## config.mk

```make
export PLATFORM = sky130hd
export DESIGN_NAME = result_unloader_flat
export DESIGN_NICKNAME = d
export VERILOG_FILES = /design/src/rtl/result_unloader_pkg.sv /design/src/rtl/result_unloader_if.sv /design/src/rtl/result_unloader_shift_buf.sv /design/src/rtl/result_unloader.sv /design/src/flat_wrapper.sv
export SDC_FILE = /design/constraint.sdc
export NUM_CORES = 2
export LEC_CHECK = 0
export ABC_AREA = 1
export CORE_AREA = 2 2 643 645
export DETAILED_ROUTE_END_ITERATION = 10
export DIE_AREA = 0 0 645 647
export GPL_TIMING_DRIVEN = 0
export HOLD_SLACK_MARGIN = 0.12
export PLACE_DENSITY = 0.44
export SYNTH_ARGS = -nofsm -noshare
export SYNTH_HDL_FRONTEND = slang
export SYNTH_SLANG_ARGS = --single-unit
```

## constraint.sdc

```tcl
create_clock -name clk -period 275 [get_ports clk]
set_input_delay 41.25 -clock clk [delete_from_list [all_inputs] [get_ports clk]]
set_output_delay 41.25 -clock clk [all_outputs]
set_load 0.01 [all_outputs]
```

## src/rtl/result_unloader_pkg.sv

```systemverilog
// result_unloader_pkg: FSM encoding, element geometry, host mode/address codes and Fp24 word order for the unloader.
package result_unloader_pkg;
  localparam int NUM_WORDS = 24;
  localparam logic [3:0] REF_RESULT = 4'd9;
  localparam logic [7:0] RAM_P_B2_0 = 8'h30;
  typedef logic [4:0] idx_t;
  localparam logic [2:0] IDLE = 3'd0, WAIT_IDLE = 3'd1, ISSUE = 3'd2, WAIT_LAT = 3'd3, CAPTURE = 3'd4, STREAM = 3'd5;
  // word k -> result name digits {i,j,b,c}, e.g. k=12 -> 1000, k=23 -> 1211
  function automatic logic [15:0] result_name(input int k);
    return {4'(k / 12), 4'((k % 12) / 4), 4'((k % 4) / 2), 4'(k % 2)};
  endfunction
endpackage

```

## src/rtl/result_unloader_if.sv

```systemverilog
// result_unloader_if: request, core-bus and result-stream signals of the unloader (master = unloader side).
interface result_unloader_if import result_unloader_pkg::*; #(
  parameter int WORD_SIZE = 64,
  parameter int RAM_ADDR_SIZE = 8,
  parameter int MODE_SIZE = 4
);
  logic req_valid, req_ready;
  logic [RAM_ADDR_SIZE-1:0] req_addr;
  logic core_busy, bus_own;
  logic [MODE_SIZE-1:0] o_inputmode;
  logic [RAM_ADDR_SIZE-1:0] o_raddr;
  logic [NUM_WORDS*WORD_SIZE-1:0] result_bus;
  logic out_valid, out_ready, out_last;
  logic [WORD_SIZE-1:0] out_data;
  idx_t out_idx;
  modport master(
    input req_valid, req_addr, core_busy, result_bus, out_ready,
    output req_ready, bus_own, o_inputmode, o_raddr, out_valid, out_data, out_idx, out_last
  );
  modport slave(
    output req_valid, req_addr, core_busy, result_bus, out_ready,
    input req_ready, bus_own, o_inputmode, o_raddr, out_valid, out_data, out_idx, out_last
  );
endinterface

```

## src/rtl/result_unloader_shift_buf.sv

```systemverilog
// unload_shift_buf: shadow copy of the result bus with indexed read; UNLOAD_CHECKSUM_EN adds an XOR word at index NUM_WORDS.
module unload_shift_buf import result_unloader_pkg::*; #(
  parameter int WORD_SIZE = 64
) (
  input  logic clk,
  input  logic load,
  input  logic [NUM_WORDS*WORD_SIZE-1:0] din,
  input  idx_t rd_idx,
  output logic [WORD_SIZE-1:0] rd_data
);
  logic [WORD_SIZE-1:0] shadow [NUM_WORDS];
  always_ff @(posedge clk)
    if (load) for (int i = 0; i < NUM_WORDS; i++) shadow[i] <= din[i*WORD_SIZE +: WORD_SIZE];
`ifdef UNLOAD_CHECKSUM_EN
  logic [WORD_SIZE-1:0] sum, sum_d;
  always_comb begin
    sum_d = '0;
    for (int i = 0; i < NUM_WORDS; i++) sum_d = sum_d ^ din[i*WORD_SIZE +: WORD_SIZE];
  end
  always_ff @(posedge clk)
    if (load) sum <= sum_d;
  assign rd_data = rd_idx == idx_t'(NUM_WORDS) ? sum : shadow[rd_idx];
`else
  assign rd_data = shadow[rd_idx];
`endif
endmodule

```

## src/rtl/result_unloader.sv

```systemverilog
// result_unloader: reads one Fp24 result from the core in result-reference mode and streams its words; UNLOAD_CHECKSUM_EN appends an XOR beat.
module result_unloader import result_unloader_pkg::*; #(
  parameter int WORD_SIZE = 64,
  parameter int RAM_ADDR_SIZE = 8,
  parameter int MODE_SIZE = 4,
  parameter logic [MODE_SIZE-1:0] REF_MODE = MODE_SIZE'(REF_RESULT),
  parameter int RD_LATENCY = 3
) (
  input logic clk,
  input logic rst,
  result_unloader_if.master bus
);
`ifdef UNLOAD_CHECKSUM_EN
  localparam idx_t LAST_IDX = idx_t'(NUM_WORDS);
`else
  localparam idx_t LAST_IDX = idx_t'(NUM_WORDS - 1);
`endif
  logic [2:0] state;
  logic [RAM_ADDR_SIZE-1:0] addr;
  logic [3:0] cnt;
  logic [WORD_SIZE-1:0] rd_data;
  logic load;
  idx_t rd_idx;
  // snapshot on the edge that ends the last latency cycle, so the CAPTURE cycle already sees word 0
  assign load = state == WAIT_LAT && cnt == 4'd0;
  assign rd_idx = state == STREAM ? bus.out_idx + 5'd1 : 5'd0;
  unload_shift_buf #(.WORD_SIZE(WORD_SIZE)) u_buf (
    .clk(clk), .load(load), .din(bus.result_bus), .rd_idx(rd_idx), .rd_data(rd_data)
  );
  always_ff @(posedge clk)
    if (rst) begin
      state <= IDLE;
      addr <= '0;
      cnt <= '0;
      bus.req_ready <= 1'b0;
      bus.bus_own <= 1'b0;
      bus.o_inputmode <= '0;
      bus.o_raddr <= '0;
      bus.out_valid <= 1'b0;
      bus.out_data <= '0;
      bus.out_idx <= '0;
      bus.out_last <= 1'b0;
    end else
      case (state)
        IDLE:
          if (bus.req_valid && bus.req_ready) begin
            addr <= bus.req_addr;
            bus.req_ready <= 1'b0;
            state <= WAIT_IDLE;
          end else bus.req_ready <= 1'b1;
        WAIT_IDLE:
          if (!bus.core_busy) begin
            bus.bus_own <= 1'b1;
            bus.o_inputmode <= REF_MODE;
            bus.o_raddr <= addr;
            state <= ISSUE;
          end
        ISSUE: begin
          cnt <= 4'(RD_LATENCY - 1);
          state <= WAIT_LAT;
        end
        WAIT_LAT:
          if (cnt == 4'd0) state <= CAPTURE;
          else cnt <= cnt - 4'd1;
        CAPTURE: begin
          bus.bus_own <= 1'b0;
          bus.out_valid <= 1'b1;
          bus.out_idx <= '0;
          bus.out_data <= rd_data;
          bus.out_last <= LAST_IDX == 5'd0;
          state <= STREAM;
        end
        STREAM:
          if (bus.out_ready && bus.out_last) begin
            bus.out_valid <= 1'b0;
            bus.out_last <= 1'b0;
            bus.req_ready <= 1'b1;
            state <= IDLE;
          end else if (bus.out_ready) begin
            bus.out_idx <= rd_idx;
            bus.out_data <= rd_data;
            bus.out_last <= rd_idx == LAST_IDX;
          end
        default: state <= IDLE;
      endcase
endmodule

```

## src/flat_wrapper.sv

```systemverilog
// flat-port wrapper written by rule: the top's interface ports become plain ports
module result_unloader_flat import result_unloader_pkg::*;
#(
  parameter int WORD_SIZE = 64,
  parameter int RAM_ADDR_SIZE = 8,
  parameter int MODE_SIZE = 4,
  parameter logic [MODE_SIZE-1:0] REF_MODE = MODE_SIZE'(REF_RESULT),
  parameter int RD_LATENCY = 3
)
  (clk, rst, bus_req_valid, bus_req_addr, bus_core_busy, bus_result_bus, bus_out_ready, bus_req_ready, bus_bus_own, bus_o_inputmode, bus_o_raddr, bus_out_valid, bus_out_data, bus_out_idx, bus_out_last);
  result_unloader_if #(.WORD_SIZE(WORD_SIZE), .RAM_ADDR_SIZE(RAM_ADDR_SIZE), .MODE_SIZE(MODE_SIZE)) bus_i ();
  input logic clk;
  input logic rst;
  input wire logic [$bits(bus_i.req_valid)-1:0] bus_req_valid;
  input wire logic [$bits(bus_i.req_addr)-1:0] bus_req_addr;
  input wire logic [$bits(bus_i.core_busy)-1:0] bus_core_busy;
  input wire logic [$bits(bus_i.result_bus)-1:0] bus_result_bus;
  input wire logic [$bits(bus_i.out_ready)-1:0] bus_out_ready;
  output wire logic [$bits(bus_i.req_ready)-1:0] bus_req_ready;
  output wire logic [$bits(bus_i.bus_own)-1:0] bus_bus_own;
  output wire logic [$bits(bus_i.o_inputmode)-1:0] bus_o_inputmode;
  output wire logic [$bits(bus_i.o_raddr)-1:0] bus_o_raddr;
  output wire logic [$bits(bus_i.out_valid)-1:0] bus_out_valid;
  output wire logic [$bits(bus_i.out_data)-1:0] bus_out_data;
  output wire logic [$bits(bus_i.out_idx)-1:0] bus_out_idx;
  output wire logic [$bits(bus_i.out_last)-1:0] bus_out_last;
  assign bus_i.req_valid = bus_req_valid;
  assign bus_i.req_addr = bus_req_addr;
  assign bus_i.core_busy = bus_core_busy;
  assign bus_i.result_bus = bus_result_bus;
  assign bus_i.out_ready = bus_out_ready;
  assign bus_req_ready = bus_i.req_ready;
  assign bus_bus_own = bus_i.bus_own;
  assign bus_o_inputmode = bus_i.o_inputmode;
  assign bus_o_raddr = bus_i.o_raddr;
  assign bus_out_valid = bus_i.out_valid;
  assign bus_out_data = bus_i.out_data;
  assign bus_out_idx = bus_i.out_idx;
  assign bus_out_last = bus_i.out_last;
  result_unloader #(.WORD_SIZE(WORD_SIZE), .RAM_ADDR_SIZE(RAM_ADDR_SIZE), .MODE_SIZE(MODE_SIZE), .REF_MODE(REF_MODE), .RD_LATENCY(RD_LATENCY)) u_core (.clk(clk), .rst(rst), .bus(bus_i));
endmodule
```

# Word-level counts from Yosys, hierarchy flattened
# Memory sizes are Yosys's and may differ from the RTL's.
# Index checks and enable logic that the tools add are counted.
dict set report totals {
  ram_bits 1536
  output_inout_bits 85
  regBits 97
  input_bits 1549
  word_cells 73
  mem_count 1
}
dict set report op_classes {
  reduce_logical 18
  eq_ne 14
  n_bitwise 1
  n_addsub 2
  n_mux 26
}
# memory words word_bits read_ports rd_clocked_by_memory_dff wr line
set mem_list {}
lappend mem_list {u_core.u_buf.shadow 24 64 1 0 24 result_unloader_shift_buf.sv:11} ;# logic [WORD_SIZE-1:0] shadow [NUM_WORDS];
# op count
set ops {}
lappend ops {{64-bit 2-to-1 mux} 2}
lappend ops {{64-bit one-hot mux with 2 select lines} 1}
lappend ops {{3-bit one-hot mux with 6 select lines} 1}
lappend ops {{5-bit 2-to-1 mux} 3}
lappend ops {{2-bit AND reduction} 7}
lappend ops {{3-bit 2-to-1 mux} 4}
lappend ops {{2-bit != test (second input constant)} 6}
lappend ops {{5-bit one-hot mux with 2 select lines} 1}
lappend ops {{1-bit 2-to-1 mux} 8}
lappend ops {{1-bit one-hot mux with 2 select lines} 4}
lappend ops {{4-bit one-hot mux with 2 select lines} 1}
lappend ops {{2-bit nonzero test} 4}
lappend ops {{3-bit by 2-bit == test with 1-bit output (second input constant)} 2}
lappend ops {{3-bit == test (second input constant)} 2}
lappend ops {{5-bit by 1-bit adder with 5-bit output (second input constant)} 1}
lappend ops {{5-bit == test (second input constant)} 1}
lappend ops {{4-bit zero test} 1}
lappend ops {{4-bit 2-to-1 mux} 1}
lappend ops {{4-bit AND reduction} 1}
lappend ops {{4-bit by 1-bit subtractor with 4-bit output (second input constant)} 1}
lappend ops {{3-bit by 1-bit == test with 1-bit output (second input constant)} 1}
lappend ops {{1-bit logical AND} 3}
lappend ops {{3-bit zero test} 1}
lappend ops {{3-bit != test (second input constant)} 1}
lappend ops {{other kinds (3)} 3}

# Depth between registers and ports, before layout
dict set report logic_depth {
  depth_word 6
  mapped_depth 14
  depth_no_buf 13
}

# Modules after synthesis
# From an unflattened synthesis, not the netlist that was laid out.
dict set report hier_totals {
  cells_unflattened 6192
  area_unflattened_um2 67528.5
}
# module area_each_um2 seq_area_each_um2 cells_each instances
set modules_own_cells {}
lappend modules_own_cells {unload_shift_buf 63817.5 46124.2 5704 1}
lappend modules_own_cells {result_unloader 3711.1 1941.9 488 1}

# Least setup slack after synthesis
# No wires, ideal clock.
dict set report synth_path {
  path_kind {reg2reg}
  start {register u_core.state[0]}
  end {memory u_core.u_buf.shadow[0][0], enable pin}
  setup_slack_ns 165.676
  setup_time_ns 5.344
  t_required_ns 269.656
  arrival_ns 103.980
  period_less_slack_ns 109.324
  stages_incl_launch_ff 4
  n_path_buf 1
  cell_sequence {dfxtp_1 -> buf_2 -> nand2_1 -> nor3_1}
}
# element line
set synth_lines {}
lappend synth_lines {{start: declaration} result_unloader.sv:18} ;# logic [2:0] state;
lappend synth_lines {{start signal: assignment} result_unloader.sv:32} ;# state <= IDLE;
lappend synth_lines {{start signal: assignment} result_unloader.sv:49} ;# state <= WAIT_IDLE;
lappend synth_lines {{start signal: assignment} result_unloader.sv:56} ;# state <= ISSUE;
lappend synth_lines {{end: declaration} result_unloader_shift_buf.sv:11}

# Worst setup path after layout
dict set report layout_path {
  start {input port bus_out_ready}
  end {register u_core.bus.out_data[2]}
}
dict set report layout_between {
  elab_chain_cells 3
  word_cells_on_any_way 4
  cone_classes {2 x eq/ne; 2 x reduce/logical}
}
# element line
set layout_lines {}
lappend layout_lines {{start: declaration} flat_wrapper.sv:18} ;# input wire logic [$bits(bus_i.out_ready)-1:0] bus_out_ready;
lappend layout_lines {{1-bit logical AND} result_unloader.sv:74} ;# if (bus.out_ready && bus.out_last) begin
lappend layout_lines {{2-bit != test (no source line)} -}
lappend layout_lines {{3-bit AND reduction (no source line) (*)} -}
lappend layout_lines {{end signal: assignment} result_unloader.sv:69} ;# bus.out_data <= rd_data;
lappend layout_lines {{end signal: assignment} result_unloader.sv:81} ;# bus.out_data <= rd_data;
lappend layout_lines {{end: declaration} result_unloader_if.sv:18} ;# output req_ready, bus_own, o_inputmode, o_raddr, out_valid, out_data, out_idx, out_last
# Mark *: on every way between the ends. The rest lies on a longest branch, timed or not.
# A chain may end at the register's enable or synchronous reset.

==> impl_metrics.env <==
export IMPL_status="finished with violations"
export IMPL_violations="max-capacitance violations"
export IMPL_async_flop_share_pct=0
export IMPL_die_y_um=647
export IMPL_clk_pin_slew_ns=0.06
export IMPL_die_x_um=645
export IMPL_gr_usage_all_layers_pct=20.0
export IMPL_core_um2=411000
export IMPL_die_area_um2=417000
export IMPL_clock_path_buffers=4
export IMPL_p_per_area_nw_per_um2=7.38
export IMPL_clock_latency_ns=0.92
export IMPL_ir_drop_uv=5.80
export IMPL_grt_pass1_wl_um=541000
export IMPL_synth_warning_count=0
export IMPL_crit_path_top_delay_cell="clkinv_1"
export IMPL_io_buffer_count=1631
export IMPL_cts_hold_buffers=0
export IMPL_crit_path_start_kind="input pin"
export IMPL_via_per_inst=4.01
export IMPL_place_gp_congestion=0.895
export IMPL_mostFrequentLayoutCell="clkdlybuf4s50_1"
export IMPL_finalCritPeriodShare_pct=16.1
export IMPL_cts_sinks=1633
export IMPL_p_leak_nw=37.6
export IMPL_synth_edf_count=1536
export IMPL_synth_top_area_cell="edfxtp_1"
export IMPL_grt_max_degree=17
export IMPL_crit_required_ns=275.80
export IMPL_cts_resized=0
export IMPL_avgSynthCellArea_um2=10.8
export IMPL_postCtsSetupBuffers=0
export IMPL_fmax_ghz=0.0227
export IMPL_finalSetupViolCount=0
export IMPL_area_growth_pct=46.9
export IMPL_drt_first_pass_iters=6
export IMPL_ys_ff_latch=1633
export IMPL_core_rowCount=236
export IMPL_min_period_ns=44.14
export IMPL_h_tree_depth=4
export IMPL_r2r_slack_ns=269.34
export IMPL_setup_tns_ns=0
export IMPL_synth_area_top_cells="edfxtp_1 68%, nand2_1 8.2%, nand3_1 7.1%"
export IMPL_nNetsFinal=9836
export IMPL_path_class="input pin to flop"
export IMPL_postSynthCellCount=6275
export IMPL_finalHoldViolCount=0
export IMPL_wl_per_cell_um=31.0
export IMPL_drt_iter0_drc=5577
export IMPL_cts_root_buf="clkbuf_16"
export IMPL_maxSlewHeadroom_pct=0.211
export IMPL_crit_path_max_incr_delay_ns=1.13
export IMPL_min_path_type="flop to flop"
export IMPL_crit_top_cell="a21oi_1"
export IMPL_worstPathCellList="clkdlybuf4s50_1, inv_1, o21ai_0, nand2_1, clkinv_1, clkbuf_1, nor2_1, a21oi_1, a21oi_1"
export IMPL_drv_cap=1
export IMPL_cts_tree="done"
export IMPL_worstPathMaxFanout=10
export IMPL_grt_ovfl_total=0
export IMPL_wl_um=434000
export IMPL_synth_cell_types=30
export IMPL_start_util_pct=16.5
export IMPL_crit_path_end_kind="flop"
export IMPL_ios=1634
export IMPL_final_layout_size_suffix_gt1_share_pct=7.04
export IMPL_grt_pass1_vias=53900
export IMPL_cp_arrival_ns=44.94
export IMPL_drtAntennaViolNets=0
export IMPL_placed_cells=13600
export IMPL_synth_flop_cell="edfxtp_1"
export IMPL_final_cell_mix="1,631 x clkdlybuf4s50_1, 1,536 x edfxtp_1, 1,490 x nand2_1"
export IMPL_synth_top_area_share_pct=68.0
export IMPL_cts_inserted_buffers=205
export IMPL_finalCoreUtilization_pct=24.3
export IMPL_antenna_found_initial=234
export IMPL_drc=0
export IMPL_slew_viol_final=0
export IMPL_grt_setup_unrepaired="no"
export IMPL_dp_hpwl_um=359000
export IMPL_yosysSeqAreaShare_pct=70.8
export IMPL_worst_pin_slew_ns=1.50
export IMPL_skew_ns=0.0633
export IMPL_syn_area_um2=67900
export IMPL_num_vias=56200
export IMPL_fin_cells=14000
report_power, final:
| part | total, W | leakage, nW | internal (W) | switching, W |
|---|---|---|---|---|
| Combinational | 0.000159 | 19.9 | 0.0000522 | 0.000107 |
| Clock | 0.000267 | 3.06 | 0.000149 | 0.000118 |
| Sequential | 0.000311 | 14.7 | 0.000302 | 0.00000849 |
critical path: cells and delay by family:
family	cells	cell delay (ns)
compound gates	3	0.30
buf+inv	4	2.32
simple gates	2	1.03
cell usage after synthesis (all sizes together) (2+ instances only):
library cell	n
nor3	6
nand3	967
dfxtp	97
nand2	1490
a21oi	95
buf	154
or2	5
o211ai	2
o22ai	120
edfxtp	1536
clkbuf	210
o21ai	86
inv	933
nand4	137
nor2	429
ha	2
layer usage:
| layer | share of wire, % | track usage (%) | vias to the layer above |
|---|---|---|---|
| met4 | 3.2 | 6.31 | 74 |
| met3 | 7.2 | 4.49 | 655 |
| met5 | 0.11 | 0 | - |
| met1 | 39 | 23.8 | 27500 |
| li1 | - | - | 25200 |
| met2 | 50 | 35.3 | 2712 |
logic make-up after synthesis:
kind of cell / after synthesis / synth area share [%]
compound gates: 305 / 2.48
flops: 1633 / 70.8
xor+xnor: 2 / 0.0258
simple gates: 3034 / 19.1
other cells: 1 / 0.00553
buf+inv: 1298 / 7.47
fa+ha+maj: 2 / 0.0369
final timing paths:
kind              cells past startpoint                       to                  start
setup / recovery                      9   u_core.bus.out_data[2]          bus_out_ready
hold / removal                        2    u_core.bus.o_raddr[1]         u_core.addr[1]
setup reg to reg                     12  u_core.bus.out_data[46]  u_core.bus.out_idx[1]
hold reg to reg                       2    u_core.bus.o_raddr[1]         u_core.addr[1]
metrics by stage:
step | hold WS (ns) | total power, W | setup slack (ns) | cell area [um2]
floorplan | 0.430 | 0.000481 | 165.68 | 67900
global route | 0.473 | 0.000766 | 230.50 | 99600
CTS | 0.457 | 0.000749 | 230.52 | 99400
detailed placement | 0.448 | 0.000479 | 229.54 | 93100
global placement | 0.444 | 0.000645 | 101.40 | 91000
finish | 0.453 | 0.000736 | 230.86 | 99700
flip-flops by register name (all words and copies together), names as in the netlist:
signal	count
u_core.bus.out_valid	1
u_core.bus.out_idx	5
u_core.bus.out_data	64
u_core.bus.req_ready	1
u_core.state	3
u_core.bus.o_inputmode	1
u_core.cnt	4
u_core.u_buf.shadow	1536
u_core.addr	8
u_core.bus.o_raddr	8
u_core.bus.bus_own	1
u_core.bus.out_last	1
area by class of cell:
class	count	area, um2
Inverter	934	3510
Buffer	364	1580
Tap cell	5474	6850
Fill cell	44400	311000
Clock inverter	110	927
Timing Repair Buffer	1802	18400
Multi-Input combinational cell	3345	14700
Sequential cell	1633	48100
Antenna cell	97	243
Clock buffer	259	5400
(Power assumes the default switching activity.)
